[src/rtl/regfile_alu_pipe_if.sv]
// Operation/result bundle between the instruction driver and regfile_alu_pipe.
// master: instruction driver; slave: the datapath.
interface regfile_alu_pipe_if #(
  parameter int unsigned WIDTH = 32,
  parameter int unsigned AW    = 5
);
  logic             in_valid;
  logic [AW-1:0]    addr_a;
  logic [AW-1:0]    addr_b;
  logic [AW-1:0]    addr_d;
  logic [WIDTH-1:0] data_in;
  logic             asel;
  logic             bsel;
  logic [2:0]       opsel;
  logic             wen;
  logic             oen;
  logic             out_valid;
  logic [WIDTH-1:0] data_out;
  logic             over;

  modport master (
    output in_valid, addr_a, addr_b, addr_d, data_in, asel, bsel, opsel, wen, oen,
    input  out_valid, data_out, over
  );

  modport slave (
    input  in_valid, addr_a, addr_b, addr_d, data_in, asel, bsel, opsel, wen, oen,
    output out_valid, data_out, over
  );
endinterface

[src/rtl/regfile_alu_pipe.sv]
// Two-stage register-file/ALU pipeline: S1 captures operands, S2 executes and writes back.
// A result bypass from S2 to the S1 operand muxes lets dependent operations issue every cycle.
// Optional feature: define REGFILE_ALU_SATURATE_EN to clamp overflowing ADD/SUB results.
module regfile_alu_pipe #(
  parameter int unsigned WIDTH = 32,
  parameter int unsigned NREG  = 32,
  parameter int unsigned AW    = $clog2(NREG)
) (
  input logic                clk,
  input logic                rst,
  regfile_alu_pipe_if.slave  bus_io
);

  localparam logic [2:0] OpAdd   = 3'b000;
  localparam logic [2:0] OpSub   = 3'b001;
  localparam logic [2:0] OpAnd   = 3'b010;
  localparam logic [2:0] OpOr    = 3'b011;
  localparam logic [2:0] OpXor   = 3'b100;
  localparam logic [2:0] OpPassA = 3'b101;
  localparam logic [2:0] OpSlt   = 3'b110;
  localparam logic [2:0] OpPassB = 3'b111;

  logic [WIDTH-1:0] rf_q [NREG];

  logic             s1_valid_q;
  logic [WIDTH-1:0] s1_a_q;
  logic [WIDTH-1:0] s1_b_q;
  logic [2:0]       s1_op_q;
  logic [AW-1:0]    s1_addr_d_q;
  logic             s1_wen_q;
  logic             s1_oen_q;

  logic             out_valid_q;
  logic [WIDTH-1:0] data_out_q;
  logic             over_q;

  logic [WIDTH-1:0] op_a_d;
  logic [WIDTH-1:0] op_b_d;
  logic             byp_a;
  logic             byp_b;

  logic [WIDTH-1:0] sum;
  logic [WIDTH-1:0] diff;
  logic             ovf_add;
  logic             ovf_sub;
  logic [WIDTH-1:0] alu_res;
  logic             alu_ovf;

  // ALU on the S1 registers; alu_res is also the write-back and bypass value.
  always_comb begin
    sum     = s1_a_q + s1_b_q;
    diff    = s1_a_q - s1_b_q;
    ovf_add = (s1_a_q[WIDTH-1] == s1_b_q[WIDTH-1]) && (sum[WIDTH-1] != s1_a_q[WIDTH-1]);
    ovf_sub = (s1_a_q[WIDTH-1] != s1_b_q[WIDTH-1]) && (diff[WIDTH-1] != s1_a_q[WIDTH-1]);
    alu_res = '0;
    alu_ovf = 1'b0;
    unique case (s1_op_q)
      OpAdd: begin
        alu_res = sum;
        alu_ovf = ovf_add;
      end
      OpSub: begin
        alu_res = diff;
        alu_ovf = ovf_sub;
      end
      OpAnd:   alu_res = s1_a_q & s1_b_q;
      OpOr:    alu_res = s1_a_q | s1_b_q;
      OpXor:   alu_res = s1_a_q ^ s1_b_q;
      OpPassA: alu_res = s1_a_q;
      OpSlt:   alu_res = {{(WIDTH-1){1'b0}}, ($signed(s1_a_q) < $signed(s1_b_q))};
      OpPassB: alu_res = s1_b_q;
      default: alu_res = '0;
    endcase
`ifdef REGFILE_ALU_SATURATE_EN
    // Overflow direction follows the sign of A for both ADD and SUB.
    if (alu_ovf) begin
      alu_res = s1_a_q[WIDTH-1] ? {1'b1, {(WIDTH-1){1'b0}}} : {1'b0, {(WIDTH-1){1'b1}}};
    end
`endif
  end

  // Operand select with bypass of the in-flight result over the stale rf entry.
  always_comb begin
    byp_a  = s1_valid_q && s1_wen_q && (s1_addr_d_q == bus_io.addr_a);
    byp_b  = s1_valid_q && s1_wen_q && (s1_addr_d_q == bus_io.addr_b);
    op_a_d = bus_io.data_in;
    op_b_d = bus_io.data_in;
    if (bus_io.asel) begin
      op_a_d = byp_a ? alu_res : rf_q[bus_io.addr_a];
    end
    if (bus_io.bsel) begin
      op_b_d = byp_b ? alu_res : rf_q[bus_io.addr_b];
    end
  end

  // S1: capture operands and control when an operation is presented.
  always_ff @(posedge clk) begin
    if (rst) begin
      s1_valid_q  <= 1'b0;
      s1_a_q      <= '0;
      s1_b_q      <= '0;
      s1_op_q     <= '0;
      s1_addr_d_q <= '0;
      s1_wen_q    <= 1'b0;
      s1_oen_q    <= 1'b0;
    end else begin
      s1_valid_q <= bus_io.in_valid;
      if (bus_io.in_valid) begin
        s1_a_q      <= op_a_d;
        s1_b_q      <= op_b_d;
        s1_op_q     <= bus_io.opsel;
        s1_addr_d_q <= bus_io.addr_d;
        s1_wen_q    <= bus_io.wen;
        s1_oen_q    <= bus_io.oen;
      end
    end
  end

  // S2: register the result; data_out/over hold across bubbles.
  always_ff @(posedge clk) begin
    if (rst) begin
      out_valid_q <= 1'b0;
      data_out_q  <= '0;
      over_q      <= 1'b0;
    end else begin
      out_valid_q <= s1_valid_q;
      if (s1_valid_q) begin
        data_out_q <= s1_oen_q ? alu_res : '0;
        over_q     <= s1_oen_q & alu_ovf;
      end
    end
  end

  // Register file write-back; reset wins, discarding an in-flight write.
  always_ff @(posedge clk) begin
    if (rst) begin
      for (int i = 0; i < int'(NREG); i++) begin
        rf_q[i] <= '0;
      end
    end else if (s1_valid_q && s1_wen_q) begin
      rf_q[s1_addr_d_q] <= alu_res;
    end
  end

  assign bus_io.out_valid = out_valid_q;
  assign bus_io.data_out  = data_out_q;
  assign bus_io.over      = over_q;

endmodule

[src/flat_wrapper.sv]
// flat-port wrapper written by rule: the top's interface ports become plain ports
module regfile_alu_pipe_flat 
#(
  parameter int unsigned WIDTH = 32,
  parameter int unsigned NREG  = 32,
  parameter int unsigned AW    = $clog2(NREG)
)
  (clk, rst, bus_io_in_valid, bus_io_addr_a, bus_io_addr_b, bus_io_addr_d, bus_io_data_in, bus_io_asel, bus_io_bsel, bus_io_opsel, bus_io_wen, bus_io_oen, bus_io_out_valid, bus_io_data_out, bus_io_over);
  regfile_alu_pipe_if #(.WIDTH(WIDTH), .AW(AW)) bus_io_i ();
  input logic clk;
  input logic rst;
  input wire logic [$bits(bus_io_i.in_valid)-1:0] bus_io_in_valid;
  input wire logic [$bits(bus_io_i.addr_a)-1:0] bus_io_addr_a;
  input wire logic [$bits(bus_io_i.addr_b)-1:0] bus_io_addr_b;
  input wire logic [$bits(bus_io_i.addr_d)-1:0] bus_io_addr_d;
  input wire logic [$bits(bus_io_i.data_in)-1:0] bus_io_data_in;
  input wire logic [$bits(bus_io_i.asel)-1:0] bus_io_asel;
  input wire logic [$bits(bus_io_i.bsel)-1:0] bus_io_bsel;
  input wire logic [$bits(bus_io_i.opsel)-1:0] bus_io_opsel;
  input wire logic [$bits(bus_io_i.wen)-1:0] bus_io_wen;
  input wire logic [$bits(bus_io_i.oen)-1:0] bus_io_oen;
  output wire logic [$bits(bus_io_i.out_valid)-1:0] bus_io_out_valid;
  output wire logic [$bits(bus_io_i.data_out)-1:0] bus_io_data_out;
  output wire logic [$bits(bus_io_i.over)-1:0] bus_io_over;
  assign bus_io_i.in_valid = bus_io_in_valid;
  assign bus_io_i.addr_a = bus_io_addr_a;
  assign bus_io_i.addr_b = bus_io_addr_b;
  assign bus_io_i.addr_d = bus_io_addr_d;
  assign bus_io_i.data_in = bus_io_data_in;
  assign bus_io_i.asel = bus_io_asel;
  assign bus_io_i.bsel = bus_io_bsel;
  assign bus_io_i.opsel = bus_io_opsel;
  assign bus_io_i.wen = bus_io_wen;
  assign bus_io_i.oen = bus_io_oen;
  assign bus_io_out_valid = bus_io_i.out_valid;
  assign bus_io_data_out = bus_io_i.data_out;
  assign bus_io_over = bus_io_i.over;
  regfile_alu_pipe #(.WIDTH(WIDTH), .NREG(NREG), .AW(AW)) u_core (.clk(clk), .rst(rst), .bus_io(bus_io_i));
endmodule
[config.mk]
export PLATFORM = sky130hd
export DESIGN_NAME = regfile_alu_pipe_flat
export DESIGN_NICKNAME = d
export VERILOG_FILES = /design/src/rtl/regfile_alu_pipe_if.sv /design/src/rtl/regfile_alu_pipe.sv /design/src/flat_wrapper.sv
export SDC_FILE = /design/constraint.sdc
export NUM_CORES = 2
export LEC_CHECK = 0
export CORE_MARGIN = 2
export CORE_UTILIZATION = 40
export CTS_CLUSTER_DIAMETER = 200
export DETAILED_ROUTE_END_ITERATION = 10
export GPL_TIMING_DRIVEN = 0
export PLACE_DENSITY = 0.6
export SLEW_MARGIN = 20
export SYNTH_ARGS = -nofsm -noshare
export SYNTH_HDL_FRONTEND = slang
export SYNTH_SLANG_ARGS = --single-unit
[constraint.sdc]
create_clock -name clk -period 10 [get_ports clk]
set_input_delay 2 -clock clk [delete_from_list [all_inputs] [get_ports clk]]
set_output_delay 2 -clock clk [all_outputs]
set_load 0.05 [all_outputs]
== Word level (Yosys, flattened, before mapping) ==
Memories as Yosys holds them, arrays and structs flattened.
Index checks and enable logic that the tools add are counted.

* Memories kept: 1
* Flip-flop bits (word level): 109
* RAM bits: 1,024
* Word-level logic and storage cells: 53

{| class="wikitable"
|+ Memory list
! memory !! depth !! bits a word !! read ports !! clocked after memory_dff !! write ports !! RTL line !! RTL
|-
| u_core.rf_q || 32 || 32 || 2 || 0 || 32 || regfile_alu_pipe.sv:23 || <nowiki>logic [WIDTH-1:0] rf_q [NREG];</nowiki>
|}

* Multiplexer cells: 15
* Bitwise logic cells: 4
* Reductions and logical operators: 7
* $lt $le $gt $ge: 1
* Add/sub/neg operators: 2
* Equal/unequal tests: 13

{| class="wikitable"
|+ Operators by type and width
! cell !! count
|-
| $pmux 32 s8 || 1
|-
| $mux 32 || 6
|-
| $add 32x32->32 || 1
|-
| $and 32x32->32 || 1
|-
| $lt 32x32->1 || 1
|-
| $or 32x32->32 || 1
|-
| $reduce_or 32->1 || 1
|-
| $sub 32x32->32 || 1
|-
| $xor 32x32->32 || 1
|-
| $eq 3x3->1 const B || 4
|-
| $eq 5x5->1 || 2
|-
| $eq 3x2->1 const B || 2
|-
| $mux 1 || 6
|-
| $logic_and 1x1->1 || 5
|-
| $mux 5 || 1
|-
| $eq 3x1->1 const B || 1
|-
| $logic_not 3->1 || 1
|-
| $ne 1x1->1 || 3
|-
| $pmux 1 s2 || 1
|-
| $and 1x1->1 || 1
|-
| $eq 1x1->1 || 1
|}

== Longest topological paths before layout ==
* Depth after elaboration: 6
* Mapped depth: 14

== Least setup slack after synthesis ==
No wires, ideal clock.

* Kind: input port to flip-flop
* Start: in bus_io_addr_a[0]
* End: reg u_core.s1_a_q[9]
* Stages: 9
* Slack: 5.233 ns
* Path buffers: 4
* Required time: 9.883 ns
* Data arrival time: 4.649 ns
* Setup time: 0.117 ns
* Cell sequence: clkbuf_1 > buf_2 > buf_2 > buf_1 > mux4_2 > mux4_2 > mux2i_1 > nand2_1 > a32o_1

* Longest elaborated chain between the ends: 4

{| class="wikitable"
|+ Ends and longest elaborated chain
! what !! RTL line !! RTL
|-
| start, declared || flat_wrapper.sv:13 || <nowiki>input wire logic [$bits(bus_io_i.addr_a)-1:0] bus_io_addr_a;</nowiki>
|-
| parallel branches: the longest is 2 deep, another holds $mem_v2 32x32 || - ||
|-
| $mux 32 * || regfile_alu_pipe.sv:89 || <nowiki>op_a_d = byp_a ? alu_res : rf_q[bus_io.addr_a];</nowiki>
|-
| $mux 32 * || regfile_alu_pipe.sv:88 || <nowiki>if (bus_io.asel) begin</nowiki>
|-
| end signal, assigned || regfile_alu_pipe.sv:109 || <nowiki>s1_a_q <= op_a_d;</nowiki>
|-
| end, declared || regfile_alu_pipe.sv:26 || <nowiki>logic [WIDTH-1:0] s1_a_q;</nowiki>
|}

Every way passes the cells marked *.
A chain may end at the register's enable or synchronous reset.

== Worst setup path in the final report ==
* Start: in bus_io_addr_a[0]
* End: reg u_core.s1_a_q[29]

The elaborated chain is that of the path after synthesis.

==> flow_summary_export.csv <==
group,metric,value,unit
status,status,"completed",
synth,syn-cell-area,62200,um2
floorplanning,design.die.area,159000,um2
clock_network,post_cts_hold_buffer_count,0,
clock_network,htreeDepth,4,
clock_network,clk_latency,0.83,ns
worst_setup_path,worst-endpoint-required,10.59,ns
clock_network,tritoncts_buffers,132,
power_and_ir_drop,switchingPower,0.00394,W
floorplanning,ioPinCount,91,
cells_and_area,final_core_util,0.460,
synth,yosys.cell_types.count,92,
worst_setup_path,worst_setup_path_start_kind,"input port",
synth,synth_top_cells_by_area,"sky130_fd_sc_hd__edfxtp_1 49%, sky130_fd_sc_hd__mux4_2 23%, sky130_fd_sc_hd__nor2_1 6.9%",
floorplanning,rows,144,
synth,avgSynthCellArea,13.3,um2
worst_setup_path,cp-end-kind,"register",
detailed_routing,detail_route.iter0.violations,8140,
power_and_ir_drop,power.share.switching,0.311,
global_route,largest_net_degree_at_the_start_of_global_routing,33,
synth,synth-edff-count,1024,
detailed_routing,drt_pass1_iterations,8,
timing,setup_viol_count_final,0,
power_and_ir_drop,internal_power,0.00873,W
synth,synth_most_common_cell,"sky130_fd_sc_hd__nor2_1",
global_route,first_global_vias,46700,
synth,synth.yosys.seq_area_share,0.529,
floorplanning,placeable_core_region,154000,um2
cells_and_area,syn_to_final_growth,14.0,%
worst_setup_path,max_stage_delay,0.78,ns
clock_network,cts.repair.resized,0,
power_and_ir_drop,seq_power_share,0.428,
place,place_hpwl,202,mm
floorplanning,initial_core_utilization,0.404,
synth,synth.largest_area_cell,"sky130_fd_sc_hd__edfxtp_1",
synth,synthCells,4673,
worst_hold_path,timing.hold.worst.class,"reg -> reg",
timing,final_hold_viol_count,0,
worst_setup_path,internal_reg_to_reg_setup_slack,4.45,ns
worst_setup_path,critical-path-top-delay-family,"buffers and inverters",
power_and_ir_drop,total_leakage_power,23.9,nW
timing,setup_tns,0,ns
detailed_routing,post_drt_via_cell_ratio,6.88,
timing,drv_slew,0,
power_and_ir_drop,clock_power_share,0.377,
cells_and_area,post_route_cells_drive_above_1_share,0.224,
floorplanning,floorplan.die.width,398,um
synth,ys.warnings.count,0,
clock_network,cts_tree,"built",
synth,synth.ff_latch_count,1133,
worst_setup_path,crit_buf_inv,6,
power_and_ir_drop,peak_supply_drop,196,uV
power_and_ir_drop,power_density_over_the_cells,179,nW/um2
timing,worst-slew-pin-transition,1.33,ns
clock_network,post-cts-setup-buffer-count,0,
power_and_ir_drop,combPwrFrac,0.195,
synth,synth_common_cells,"1138 x sky130_fd_sc_hd__nor2_1, 1024 x sky130_fd_sc_hd__edfxtp_1, 642 x sky130_fd_sc_hd__mux4_2",
detailed_routing,avgRoutedWirePerCell,41.1,um
place,gpl.final_weighted_congestion,1.01,
worst_setup_path,path_class,"in -> reg",
timing,maxSlewHeadroom,0.110,
place,placedCellCount,6837,
timing,grt_setup_unrepaired,"no",
synth,synth_nets,4828,
synth,synth_top_cell_area_share,0.494,
synth,yosys_most_used_dff,"sky130_fd_sc_hd__edfxtp_1",
detailed_routing,postRouteAntennaNets,0,
timing,fin_crit,6.07,ns
cells_and_area,final_nets,5082,
global_route,grt_use_total,0.364,
timing,final_min_period_over_clock_period,0.607,
detailed_routing,total_number_of_vias,48700,
worst_setup_path,crit_path_cell_trace,"clkbuf_1, buf_2, buf_2, buf_2, xnor2_1, nand4_1, clkbuf_1, nand3_1, clkbuf_1, a211oi_1, a2111oi_0",
cells_and_area,layoutNonFillerInstCount,7079,
clock_network,clockRootBuffer,"sky130_fd_sc_hd__clkbuf_16",
timing,postLayoutSetupSlackWorst,3.93,ns
clock_network,worst_setup_hold_path_clk_slew,0.06,ns
timing,max_clock_freq,165,MHz
job,timing.max_cap.violations,0,
timing,post_route_clock_skew,0.0592,ns
detailed_routing,drc,0,
place,buffer_ports.inserted,80,
worst_setup_path,worst_path_max_fanout,10,
floorplanning,dieHeight,398,um
place,preCtsSetupSlack,3.39,ns
clock_network,clock_path_buffers,3,
detailed_routing,detail_route.wirelength,291,mm
worst_setup_path,worst-endpoint-arrival,6.66,ns
cells_and_area,multi_input_area,27300,um2
global_route,grt_first_pass_wirelength,386,mm
cells_and_area,area.sequential,32900,um2
clock_network,numClockSinks,1133,
worst_setup_path,critPathSlowestCell,"sky130_fd_sc_hd__buf_2",
global_route,grt_antenna_before_repair,20,
synth,async_reset_ff_frac,0,
global_route,grt_overflow_total,0,
cells_and_area,fillerInstances,13900,
==> layer usage <==
metal / vias to the layer above / track usage / wire length (um)
met5: - / 0.0133 / 447
met4: 30 / 0.247 / 24400
met3: 1076 / 0.150 / 45500
met2: 4481 / 0.535 / 125000
met1: 24700 / 0.435 / 95800
li1: 18400 / - / -
==> cell type report <==
type	instances	area share
Sequential cell	1133	0.464
Multi-Input combinational cell	2954	0.385
Clock buffer	170	0.0499
Tap cell	2044	0.0360
Buffer	472	0.0283
Timing Repair Buffer	120	0.0224
Clock inverter	61	0.00811
Inverter	114	0.00603
Antenna cell	11	0.000388
==> kinds of logic after synthesis <==
logic type	share of synthesized area
AO/OA/AOI/OAI	0.0654
adder cells (fa/ha/maj)	0.0199
multiplexers	0.242
XOR/XNOR	0.00324
AND/OR/NAND/NOR	0.102
buffers and inverters	0.0375
flip-flops	0.529
==> placed cells by master, fill, tap and decap left out, drive strengths merged, types with 20 or more instances in the layout <==
cell type,synthesis,routed
clkinv,5,49
or3,20,20
a221oi,21,21
ha,96,96
nand2,193,193
a211oi,66,66
clkbuf,368,540
nor2b,43,43
edfxtp,1024,1024
mux2i,44,44
a31oi,20,20
nor3,27,27
a21oi,119,119
o22ai,27,27
nand3,27,27
mux4,642,642
inv,109,118
dfxtp,109,109
nor2,1169,1169
a2111oi,35,35
buf,104,142
clkdlybuf4s50,0,80
o21ai,119,119
==> power by group through the flow <==
stage	clock network, W	logic [W]	registers, W
detailed placement	0	0.00233	0.00552
finish	0.00478	0.00247	0.00543
global route	0.00491	0.00249	0.00544
CTS	0.00473	0.00234	0.00542
floorplan	0	0.00132	0.00549
global placement	0	0.00227	0.00552
==> sequential cells by signal, summed over array words and instances (netlist names) <==
signal	flops
u_core.rf_q	1024
u_core.bus_io.over	1
u_core.s1_addr_d_q	5
u_core.s1_wen_q	1
u_core.s1_op_q	3
u_core.bus_io.data_out	32
u_core.bus_io.out_valid	1
u_core.s1_b_q	32
u_core.s1_a_q	32
u_core.s1_valid_q	1
u_core.s1_oen_q	1
==> worst min-delay path, cell delays in order, from the launching register on <==
cell and delay [ns]:
sky130_fd_sc_hd__dfxtp_1 0.31, sky130_fd_sc_hd__nand2_1 0.05, sky130_fd_sc_hd__o21ai_1 0.05
==> metrics by stage <==
stage	hold WS (ns)	cell area [um2]	power (W)
finish	0.458	71000	0.0127
global route	0.490	70900	0.0128
CTS	0.460	70900	0.0125
detailed placement	0.449	66800	0.00785
global placement	0.442	65600	0.00779
floorplan	0.475	62200	0.00681
==> final timing paths <==
kind	start	end	depth (start not counted)
max	bus_io_addr_a[0]	u_core.s1_a_q[29]	11
min	u_core.bus_io.data_out[28]	u_core.bus_io.data_out[28]	2
max reg2reg	u_core.s1_a_q[0]	u_core.rf_q[0][0]	14
min reg2reg	u_core.bus_io.data_out[28]	u_core.bus_io.data_out[28]	2
Note: power is estimated with default switching activity, not from simulation.
